## config.mk

```make
export PLATFORM = sky130hd
export DESIGN_NAME = mmio_io_unit
export DESIGN_NICKNAME = d
export VERILOG_FILES = /design/src/rtl/mmio_io_unit.sv
export SDC_FILE = /design/constraint.sdc
export NUM_CORES = 1
export LEC_CHECK = 0
export CORE_UTILIZATION = 54
export DETAILED_ROUTE_END_ITERATION = 7
export GPL_TIMING_DRIVEN = 0
export PLACE_DENSITY = 0.81
export SYNTH_ARGS = -nofsm -noshare
export SYNTH_HDL_FRONTEND = slang
export SYNTH_SLANG_ARGS = --single-unit
export TNS_END_PERCENT = 50
```

## constraint.sdc

```tcl
create_clock -name clk -period 3.9 [get_ports clk]
set_input_delay 0.975 -clock clk [delete_from_list [all_inputs] [get_ports clk]]
set_output_delay 0.975 -clock clk [all_outputs]
set_load 0.05 [all_outputs]
```

## src/rtl/mmio_io_unit.sv

```systemverilog
// Memory-mapped I/O block on the shared load/store bus: output port, synchronised
// input port, free-running timer and a FIFO-buffered 8N1 serial transmitter.
module mmio_io_unit #(
    parameter int CLKS_PER_BIT = 16,
    parameter int FIFO_DEPTH   = 4
) (
    input  logic        clk,
    input  logic        reset,
    input  logic [15:0] mem_access_addr,
    input  logic [15:0] mem_in,
    input  logic        mem_write_en,
    input  logic        mem_read_en,
    output logic [15:0] io_read_data,
    output logic [15:0] port_out,
    input  logic [15:0] port_in,
    output logic        tx_serial
);
    localparam int AW = $clog2(FIFO_DEPTH);
    localparam int CW = (CLKS_PER_BIT > 2) ? $clog2(CLKS_PER_BIT) : 1;

    typedef enum logic [1:0] {IDLE, START, DATA, STOP} tx_state_t;

    logic          sel;
    logic [2:0]    idx;
    logic          wr_sel;
    logic [15:0]   sync1, sync2;
    logic [15:0]   timer;
    logic          timer_wrap, tx_overflow;
    logic [7:0]    fifo_mem [FIFO_DEPTH];
    logic [AW:0]   wr_ptr, rd_ptr;
    logic          fifo_full, fifo_empty;
    logic          push_req, push, pop, overflow_evt;
    logic          wrap_evt;
    tx_state_t     state;
    logic [CW-1:0] clk_cnt;
    logic [2:0]    bit_cnt;
    logic [7:0]    shift;
    logic          bit_end;
    logic          tx_busy;
    logic [15:0]   status;
    logic [15:0]   reg_val;

    assign sel    = mem_access_addr[15] & (mem_access_addr[14:3] == 12'd0);
    assign idx    = mem_access_addr[2:0];
    assign wr_sel = mem_write_en & sel;

    // Extra pointer bit distinguishes full from empty when the indices match.
    assign fifo_empty = (wr_ptr == rd_ptr);
    assign fifo_full  = (wr_ptr[AW] != rd_ptr[AW]) && (wr_ptr[AW-1:0] == rd_ptr[AW-1:0]);

    assign bit_end      = (clk_cnt == CW'(CLKS_PER_BIT - 1));
    assign pop          = ~fifo_empty & ((state == IDLE) | ((state == STOP) & bit_end));
    assign push_req     = wr_sel & (idx == 3'd3);
    assign push         = push_req & (~fifo_full | pop);
    assign overflow_evt = push_req & fifo_full & ~pop;
    assign wrap_evt     = ~(wr_sel & (idx == 3'd2)) & (timer == 16'hFFFF);

    assign tx_busy = (state != IDLE);
    assign status  = {11'd0, tx_overflow, timer_wrap, tx_busy, fifo_empty, fifo_full};

    always_comb begin
        reg_val = 16'd0;
        case (idx)
            3'd0:    reg_val = port_out;
            3'd1:    reg_val = sync2;
            3'd2:    reg_val = timer;
            3'd4:    reg_val = status;
            default: reg_val = 16'd0;
        endcase
        io_read_data = (mem_read_en & sel) ? reg_val : 16'd0;
    end

    always_ff @(posedge clk or posedge reset) begin
        if (reset) begin
            port_out    <= 16'd0;
            sync1       <= 16'd0;
            sync2       <= 16'd0;
            timer       <= 16'd0;
            timer_wrap  <= 1'b0;
            tx_overflow <= 1'b0;
            wr_ptr      <= '0;
            rd_ptr      <= '0;
        end else begin
            sync1 <= port_in;
            sync2 <= sync1;
            if (wr_sel && idx == 3'd0) port_out <= mem_in;
            timer <= (wr_sel && idx == 3'd2) ? mem_in : timer + 16'd1;
            // A set event in the same cycle as a W1C clear takes priority.
            if (wrap_evt)                             timer_wrap <= 1'b1;
            else if (wr_sel && idx == 3'd4 && mem_in[3]) timer_wrap <= 1'b0;
            if (overflow_evt)                         tx_overflow <= 1'b1;
            else if (wr_sel && idx == 3'd4 && mem_in[4]) tx_overflow <= 1'b0;
            if (push) wr_ptr <= wr_ptr + 1'b1;
            if (pop)  rd_ptr <= rd_ptr + 1'b1;
        end
    end

    always_ff @(posedge clk) begin
        if (push) fifo_mem[wr_ptr[AW-1:0]] <= mem_in[7:0];
    end

    always_ff @(posedge clk or posedge reset) begin
        if (reset) begin
            state     <= IDLE;
            tx_serial <= 1'b1;
            clk_cnt   <= '0;
            bit_cnt   <= 3'd0;
            shift     <= 8'd0;
        end else begin
            case (state)
                IDLE: begin
                    tx_serial <= 1'b1;
                    if (pop) begin
                        shift     <= fifo_mem[rd_ptr[AW-1:0]];
                        bit_cnt   <= 3'd0;
                        clk_cnt   <= '0;
                        state     <= START;
                        tx_serial <= 1'b0;
                    end
                end
                START: begin
                    if (bit_end) begin
                        clk_cnt   <= '0;
                        state     <= DATA;
                        tx_serial <= shift[0];
                    end else begin
                        clk_cnt <= clk_cnt + CW'(1);
                    end
                end
                DATA: begin
                    if (bit_end) begin
                        clk_cnt <= '0;
                        if (bit_cnt == 3'd7) begin
                            state     <= STOP;
                            tx_serial <= 1'b1;
                        end else begin
                            shift     <= shift >> 1;
                            bit_cnt   <= bit_cnt + 3'd1;
                            tx_serial <= shift[1];
                        end
                    end else begin
                        clk_cnt <= clk_cnt + CW'(1);
                    end
                end
                STOP: begin
                    if (bit_end) begin
                        clk_cnt <= '0;
                        // Back-to-back frames: reload straight into START, no idle gap.
                        if (pop) begin
                            shift     <= fifo_mem[rd_ptr[AW-1:0]];
                            bit_cnt   <= 3'd0;
                            state     <= START;
                            tx_serial <= 1'b0;
                        end else begin
                            state     <= IDLE;
                            tx_serial <= 1'b1;
                        end
                    end else begin
                        clk_cnt <= clk_cnt + CW'(1);
                    end
                end
                default: begin
                    state     <= IDLE;
                    tx_serial <= 1'b1;
                end
            endcase
        end
    end
endmodule

```

==> impl_results.md, run 1 <==
- CTS max path bufs: 2
- Hpwl dp: 8.67 mm
- Final setup viols: 0
- Post-Synthesis Cells: 444
- Fin area: 7230 sq um
- Initial antenna violation count: 0
- Critical path class: input pin to output pin
- Clock power frac: 46.4%
- Port Buf Inserts: 83
- DIE AREA: 10700 sq um
- Gate power share: 11.5%
- Area of placed instances: 6580 sq um
- Power Dens Cells: 480 nW/um^2
- Delay-heaviest family, CP: buffers and inverters
- Synthesized area: 5550 sq um
- Fmax: 261 MHz
- Syn_area_per_cell: 12.5 sq um
- Slew Limit Fails: 0
- GRT overflow: 0
- Vias/cell: 5.62
- Inserted Diodes: 0
- DRT Wirelength: 12.6 mm
- Row count: 36
- Fillcell total: 650
- Hold Path Class: flip-flop to flip-flop
- Synth Net Count: 510
- Fin. Hold Viols: 0
- Post-route DRC: 0
- Final worst-path cycle share: 98.2%
- # IOs: 85
- Initial DRT Pass Iterations: 5
- Synthesized flop and latch total: 122
- CTS Hold Bufs: 0
- Initial core utilization: 56.3%
- Slew headroom: 59.9%
- Register area share after synthesis: 57.9%
- Yosys cell types: 51
- Final Wtd Congestion: 0.896
- Cell-internal power: 2.63 mW
- Initial DRC Count: 262
- Critical Path RT: 2.92 ns
- RSZ-0062 raised after global routing: true
- Worst-path clk slew: 0.06 ns
- Layout cell share with drive strength beyond 1: 19.8%
- Core area: 9860 sq um
- Clock sink total: 122
- Post-synth top flop: dfrtp_1
- # Max-Cap Violations: 0
- Tot Pwr: 3.47 mW
- CP Capture Type: output pin
- Static Leak: 3.03 nW
- Final ANT Viol Nets: 0
- Critical Path Max Stage Delay: 0.45 ns
- Number of synthesis warnings: 0
- Cts bufs inserted: 17
- Crit start category: input pin
- Area Overhead vs Synth: 30.2%
- Most common cell on crit path: clkbuf_4
- Hold_ws: 0.345 ns
- Outcome: finished, final reports clean
- Clk_lat worst skew: 0.52 ns
- Post-route minimum period: 3.83 ns
- CP Data Arrival Time: 2.86 ns
- CTS tree: done
- Post-synth EDFFs: 32
- Seq pwr share: 42.1%
- Worst IR Drop VDD: 367 uV
- FF-to-FF setup slack: 1.58 ns
- Tot GR Track Use: 25.8%
- Crit-path cells: clkdlybuf4s50_1 -> clkbuf_4 -> a21oi_1 -> o2111ai_2 -> buf_4 -> nor2b_1 -> clkbuf_4
- H-tree Lvls: 4
- First-pass GRT wire length: 19.8 mm
- Final clock skew: 0.00495 ns
- Routed length per placed instance: 18.2 microns
- FFs w/ async S/R, synth: 73.8%
- Root buf cell: clkbuf_8
- Switching pwr: 0.844 mW
- Switching portion of total power: 24.3%
- Pin slew with the least headroom to its limit: 0.596 ns
- Largest net degree at the start of global routing: 68
- Die width: 103 microns
- Crit Path Max Fanout: 10
- Vias: 3904
- Slowest-stage cell, CP: clkdlybuf4s50_1
- DIE HEIGHT: 103 microns
- Final #Nets: 615
- CP Buf/Inv Count: 4
- Vias in the first global route: 4062
==> kinds of logic after synthesis <==
kind of cell | synth area share (%)
AND/OR/NAND/NOR | 12.8
flip-flops | 57.9
AO/OA/AOI/OAI | 7.34
multiplexers | 11.8
buffers and inverters | 2.70
XOR/XNOR | 4.28
adder cells (fa/ha/maj) | 3.15
==> metrics by stage <==
| stage | std cells | setup TNS [ns] | util [%] | setup slack, ns |
|---|---|---|---|---|
| floorplan | 444 | -0.424 | - | -0.0530 |
| global placement | 660 | -77.12 | 66.4 | -0.984 |
| detailed placement | 661 | -14.18 | 66.7 | -1.03 |
| CTS | 695 | -0.124 | 73.0 | -0.0740 |
| global route | 695 | -0.0105 | 73.3 | -0.0105 |
| finish | 695 | 0 | 73.3 | 0.0696 |
==> placed cells by master (no fill, tap or decap), drive strengths merged, types with 3 or more instances in the layout <==
| master | synthesis | routed |
|---|---|---|
| dfrtp | 89 | 89 |
| clkdlybuf4s50 | 0 | 67 |
| nor2 | 43 | 43 |
| nand2 | 35 | 35 |
| a21oi | 33 | 33 |
| edfxtp | 32 | 32 |
| clkbuf | 9 | 29 |
| buf | 9 | 25 |
| mux2i | 22 | 22 |
| o21ai | 22 | 22 |
| mux2 | 20 | 20 |
| nor3 | 15 | 15 |
| ha | 14 | 14 |
| inv | 10 | 12 |
| nand3 | 11 | 11 |
| xnor2 | 11 | 11 |
| xor2 | 11 | 11 |
| mux4 | 8 | 8 |
| nand4 | 7 | 7 |
| nor2b | 7 | 7 |
| nor4 | 5 | 5 |
| clkinv | 0 | 5 |
| nand2b | 4 | 4 |
| bufinv | 0 | 4 |
| clkinvlp | 0 | 4 |
| and2 | 4 | 4 |
| nor4b | 3 | 3 |
==> power groups by stage <==
stage	registers (mW)	clock network [mW]	logic, mW
finish	1.46	1.61	0.400
CTS	1.46	1.62	0.404
global placement	1.47	0	0.375
detailed placement	1.48	0	0.395
floorplan	1.48	0	0.247
global route	1.47	1.69	0.442
==> path summary, 6_finish.rpt <==
check                                    from         endpoint  cells after the start
max in group asynchronous               reset        tx_serial                      3
max                        mem_access_addr[1]  io_read_data[0]                      7
min in group asynchronous               reset         sync2[5]                      2
min reg2reg                         sync1[12]        sync2[12]                      0
min                                 sync1[12]        sync2[12]                      0
max reg2reg                          state[0]   fifo_mem[0][0]                      6
==> cell usage after synthesis (9+ instances only) <==
| cell type | number | area [sq um] |
|---|---|---|
| ha_1 | 14 | 175 |
| inv_1 | 10 | 37.5 |
| edfxtp_1 | 32 | 961 |
| nor2_1 | 42 | 158 |
| o21ai_2 | 9 | 78.8 |
| clkbuf_1 | 9 | 33.8 |
| xnor2_1 | 11 | 96.3 |
| nor3_1 | 15 | 75.1 |
| mux2i_1 | 22 | 220 |
| nand2_1 | 35 | 131 |
| a21oi_1 | 33 | 165 |
| nand3_1 | 11 | 55.1 |
| o21ai_0 | 11 | 55.1 |
| mux2_2 | 20 | 225 |
| dfrtp_1 | 89 | 2230 |
==> flip-flops by register name (all words and copies together), names as in the netlist <==
| register | flops |
|---|---|
| sync2 | 16 |
| state | 2 |
| bit_cnt | 3 |
| port_out | 16 |
| tx_serial | 1 |
| wr_ptr | 3 |
| tx_overflow | 1 |
| clk_cnt | 4 |
| fifo_mem | 32 |
| timer | 16 |
| timer_wrap | 1 |
| shift | 8 |
| sync1 | 16 |
| rd_ptr | 3 |
==> layer usage <==
| metal | part of all wire, % | GRT usage [%] |
|---|---|---|
| met1 | 39 | 30.6 |
| met2 | 53 | 44.8 |
| met3 | 6.0 | 6.59 |
| met4 | 2.4 | 10.9 |
| met5 | 0 | 0 |
==> area by class of cell <==
class                      instances  area [sq um]  area share (%)
buffer                            18           136            1.89
clock buffer                      17           414            5.73
clock inverter                    15           199            2.75
inverter                          10          40.0           0.554
multi-input combinational        294          2240            31.0
sequential                       122          3210            44.4
tap                              133           166            2.30
timing repair buffer              86           821            11.3
==> timing repair <==
action	in CTS	in global routing
endpoints found under the hold margin	0	0
resized for setup	100	29
setup buffers	2	0
setup endpoints to repair	16	15
pin swaps	1	0
gates cloned	0	0
Power figures use the tool's default switching activity.
==> inputs of run 2 (changes only) <==
--- a/config.mk
+++ b/config.mk
@@ -7,8 +7,10 @@
 export LEC_CHECK = 0
 export CORE_UTILIZATION = 54
 export DETAILED_ROUTE_END_ITERATION = 7
+export GPL_ROUTABILITY_DRIVEN = 0
 export GPL_TIMING_DRIVEN = 0
 export PLACE_DENSITY = 0.81
+export SKIP_LAST_GASP = 1
 export SYNTH_ARGS = -nofsm -noshare
 export SYNTH_HDL_FRONTEND = slang
 export SYNTH_SLANG_ARGS = --single-unit
==> impl_results.md, run 2 (synthesized netlist as in run 1, its figures left out) <==
- Slew Limit Fails: 0 (unchanged)
- Outcome: finished, violations left
- Fin. Hold Viols: 0 (unchanged)
- Crit Path Max Fanout: 10 (unchanged)
- Clock power frac: 45.0% (-1.4 points)
- GRT overflow: 0 (unchanged)
- RR Startpoint: state[0]
- Slew headroom: 59.1% (-0.84 points)
- Final ANT Viol Nets: 0 (unchanged)
- Hold Path Class: flip-flop to flip-flop
- # Max-Cap Violations: 0 (unchanged)
- Area Overhead vs Synth: 29.5%
- Row count: 36 (unchanged)
- Vias in the first global route: 4136 (+1.8%)
- Pin slew with the least headroom to its limit: 0.614 ns (+0.0175 ns)
- Layout cell share with drive strength beyond 1: 19.1% (-0.64 points)
- Commonest non-fill, non-tap cell in the layout: dfrtp_1
- Largest net degree at the start of global routing: 50 (-26%)
- Switching pwr: 0.832 mW (-1.4%)
- Switching portion of total power: 24.6% (+0.25 points)
- Initial DRC Count: 257 (-1.9%)
- Critical path class: input pin to output pin
- Die width: 103 microns (unchanged)
- Cell-internal power: 2.56 mW (-2.7%)
- FF-to-FF setup slack: 1.51 ns (-0.07 ns)
- Port Buf Inserts: 83 (unchanged)
- Power Dens Cells: 471 nW/um^2 (-1.9%)
- Hold_ws: 0.343 ns (-0.00191 ns)
- Initial DRT Pass Iterations: 5 (unchanged)
- Critical Path RT: 2.92 ns (about the same)
- DRT Wirelength: 13.1 mm (+3.4%)
- # IOs: 85 (unchanged)
- DIE HEIGHT: 103 microns (unchanged)
- Clock sink total: 122 (unchanged)
- CTS Hold Bufs: 0 (unchanged)
- Final setup viols: 1 (+1)
- First-pass GRT wire length: 20.6 mm (+3.9%)
- Setup TNS: -0.0239 ns (-0.0239 ns)
- Routed length per placed instance: 18.7 microns (+2.9%)
- Fmax: 255 MHz (-2.4%)
- Vias/cell: 5.69 (+1.3%)
- CP Data Arrival Time: 2.95 ns (+0.09 ns)
- Post-route DRC: 0 (unchanged)
- H-tree Lvls: 4 (unchanged)
- Worst IR Drop VDD: 255 uV (-30%)
- Final clock skew: 0.00815 ns (+0.00319 ns)
- Core area: 9860 sq um (unchanged)
- Final #Nets: 618 (+0.49%)
- Clk_lat worst skew: 0.51 ns (about the same)
- Seq pwr share: 43.1% (+1.0 points)
- Tot GR Track Use: 26.5% (+0.66 points)
- Failing checks: setup timing
- Largest register FFs: 32 (unchanged)
- CP Capture Type: output pin
- Final worst-path cycle share: 101% (+2.4 points)
- Vias: 3972 (+1.7%)
- Inserted Diodes: 0 (unchanged)
- Post-place setup slack: -0.892 ns (+0.136 ns)
- Post-route minimum period: 3.92 ns (+0.0935 ns)
- Cts bufs inserted: 17 (unchanged)
- CTS max path bufs: 2 (unchanged)
- Initial core utilization: 56.3% (unchanged)
- Tot Pwr: 3.39 mW (-2.4%)
- Final worst setup slack: -0.0239 ns (-0.0935 ns)
- Hold path endpoint: sync2[10]
- Hold depth: 0 (unchanged)
- Crit start category: input pin
- CTS tree: done
- Static Leak: 3.03 nW (about the same)
- Worst-path clk slew: 0.06 ns (about the same)
- Hpwl dp: 8.88 mm (+2.4%)
- Root buf cell: clkbuf_8
- RSZ-0062 raised after global routing: true
- R2R depth: 6 (unchanged)
- DIE AREA: 10700 sq um (unchanged)
- Gate power share: 11.9% (+0.4 points)
- Highest-count cells in the layout ignoring fill and taps: 89 x dfrtp_1, 67 x clkdlybuf4s50_1, 42 x nor2_1
- Initial antenna violation count: 0 (unchanged)
- Hold_sp: sync1[10]
- RR Endpoint: fifo_mem[0][0]
-- run 2: metal layers --
layer | routed length (microns) | track usage, % | share of wire (%) | vias to the layer above
met5 | 0 | 0 | 0 | -
met4 | 206 | 9.64 | 1.6 | 0
met3 | 640 | 5.04 | 4.9 | 19
met2 | 7070 | 46.2 | 54 | 136
met1 | 5150 | 33.0 | 39 | 2010
li1 | - | - | - | 1807
-- run 2: cell type report --
type	count	area, sq um
Buffer	18	129
Clock buffer	22	464
Clock inverter	10	116
Fill cell	616	2670
Inverter	10	40.0
Multi-Input combinational cell	294	2220
Sequential cell	122	3210
Tap cell	133	166
Timing Repair Buffer	89	840
-- run 2: critical path, stage by stage --
cell and delay [ns]:
clkdlybuf4s50_1 0.54, clkbuf_4 0.26, nor2b_4 0.24, clkbuf_4 0.25, a21oi_1 0.11, nor3_1 0.24
buf_2 0.32
-- run 2: worst max path at each step --
stage                            start          endpoint  cells after the start
CTS                 mem_access_addr[8]  io_read_data[15]                      6
finish              mem_access_addr[0]   io_read_data[5]                      7
floorplan           mem_access_addr[4]  io_read_data[10]                      4
detailed placement  mem_access_addr[0]   io_read_data[5]                      7
global placement    mem_access_addr[0]   io_read_data[5]                      7
global route        mem_access_addr[8]  io_read_data[13]                      7
-- run 2: through the flow --
step	utilization, %	cell area (sq um)	instances
finish	72.9	7190	698
global route	72.9	7190	698
detailed placement	66.7	6580	661
floorplan	-	5550	444
CTS	72.8	7180	695
global placement	66.4	6550	660
-- run 2: timing repair --
action | in CTS | in global routing
gates resized for setup | 88 | 23
gates cloned | 0 | 0
setup buffers | 2 | 3
setup endpoints to repair | 16 | 16
pin swaps | 1 | 1
-- run 2: power groups by stage --
| stage | Clock (mW) | Sequential [mW] | Combinational, mW |
|---|---|---|---|
| 3_3_place_gp | 0 | 1.47 | 0.374 |
| 6_report | 1.52 | 1.46 | 0.404 |
| 3_5_place_dp | 0 | 1.48 | 0.397 |
| 2_1_floorplan | 0 | 1.48 | 0.247 |
| 5_1_grt | 1.59 | 1.47 | 0.440 |
| 4_1_cts | 1.53 | 1.46 | 0.403 |
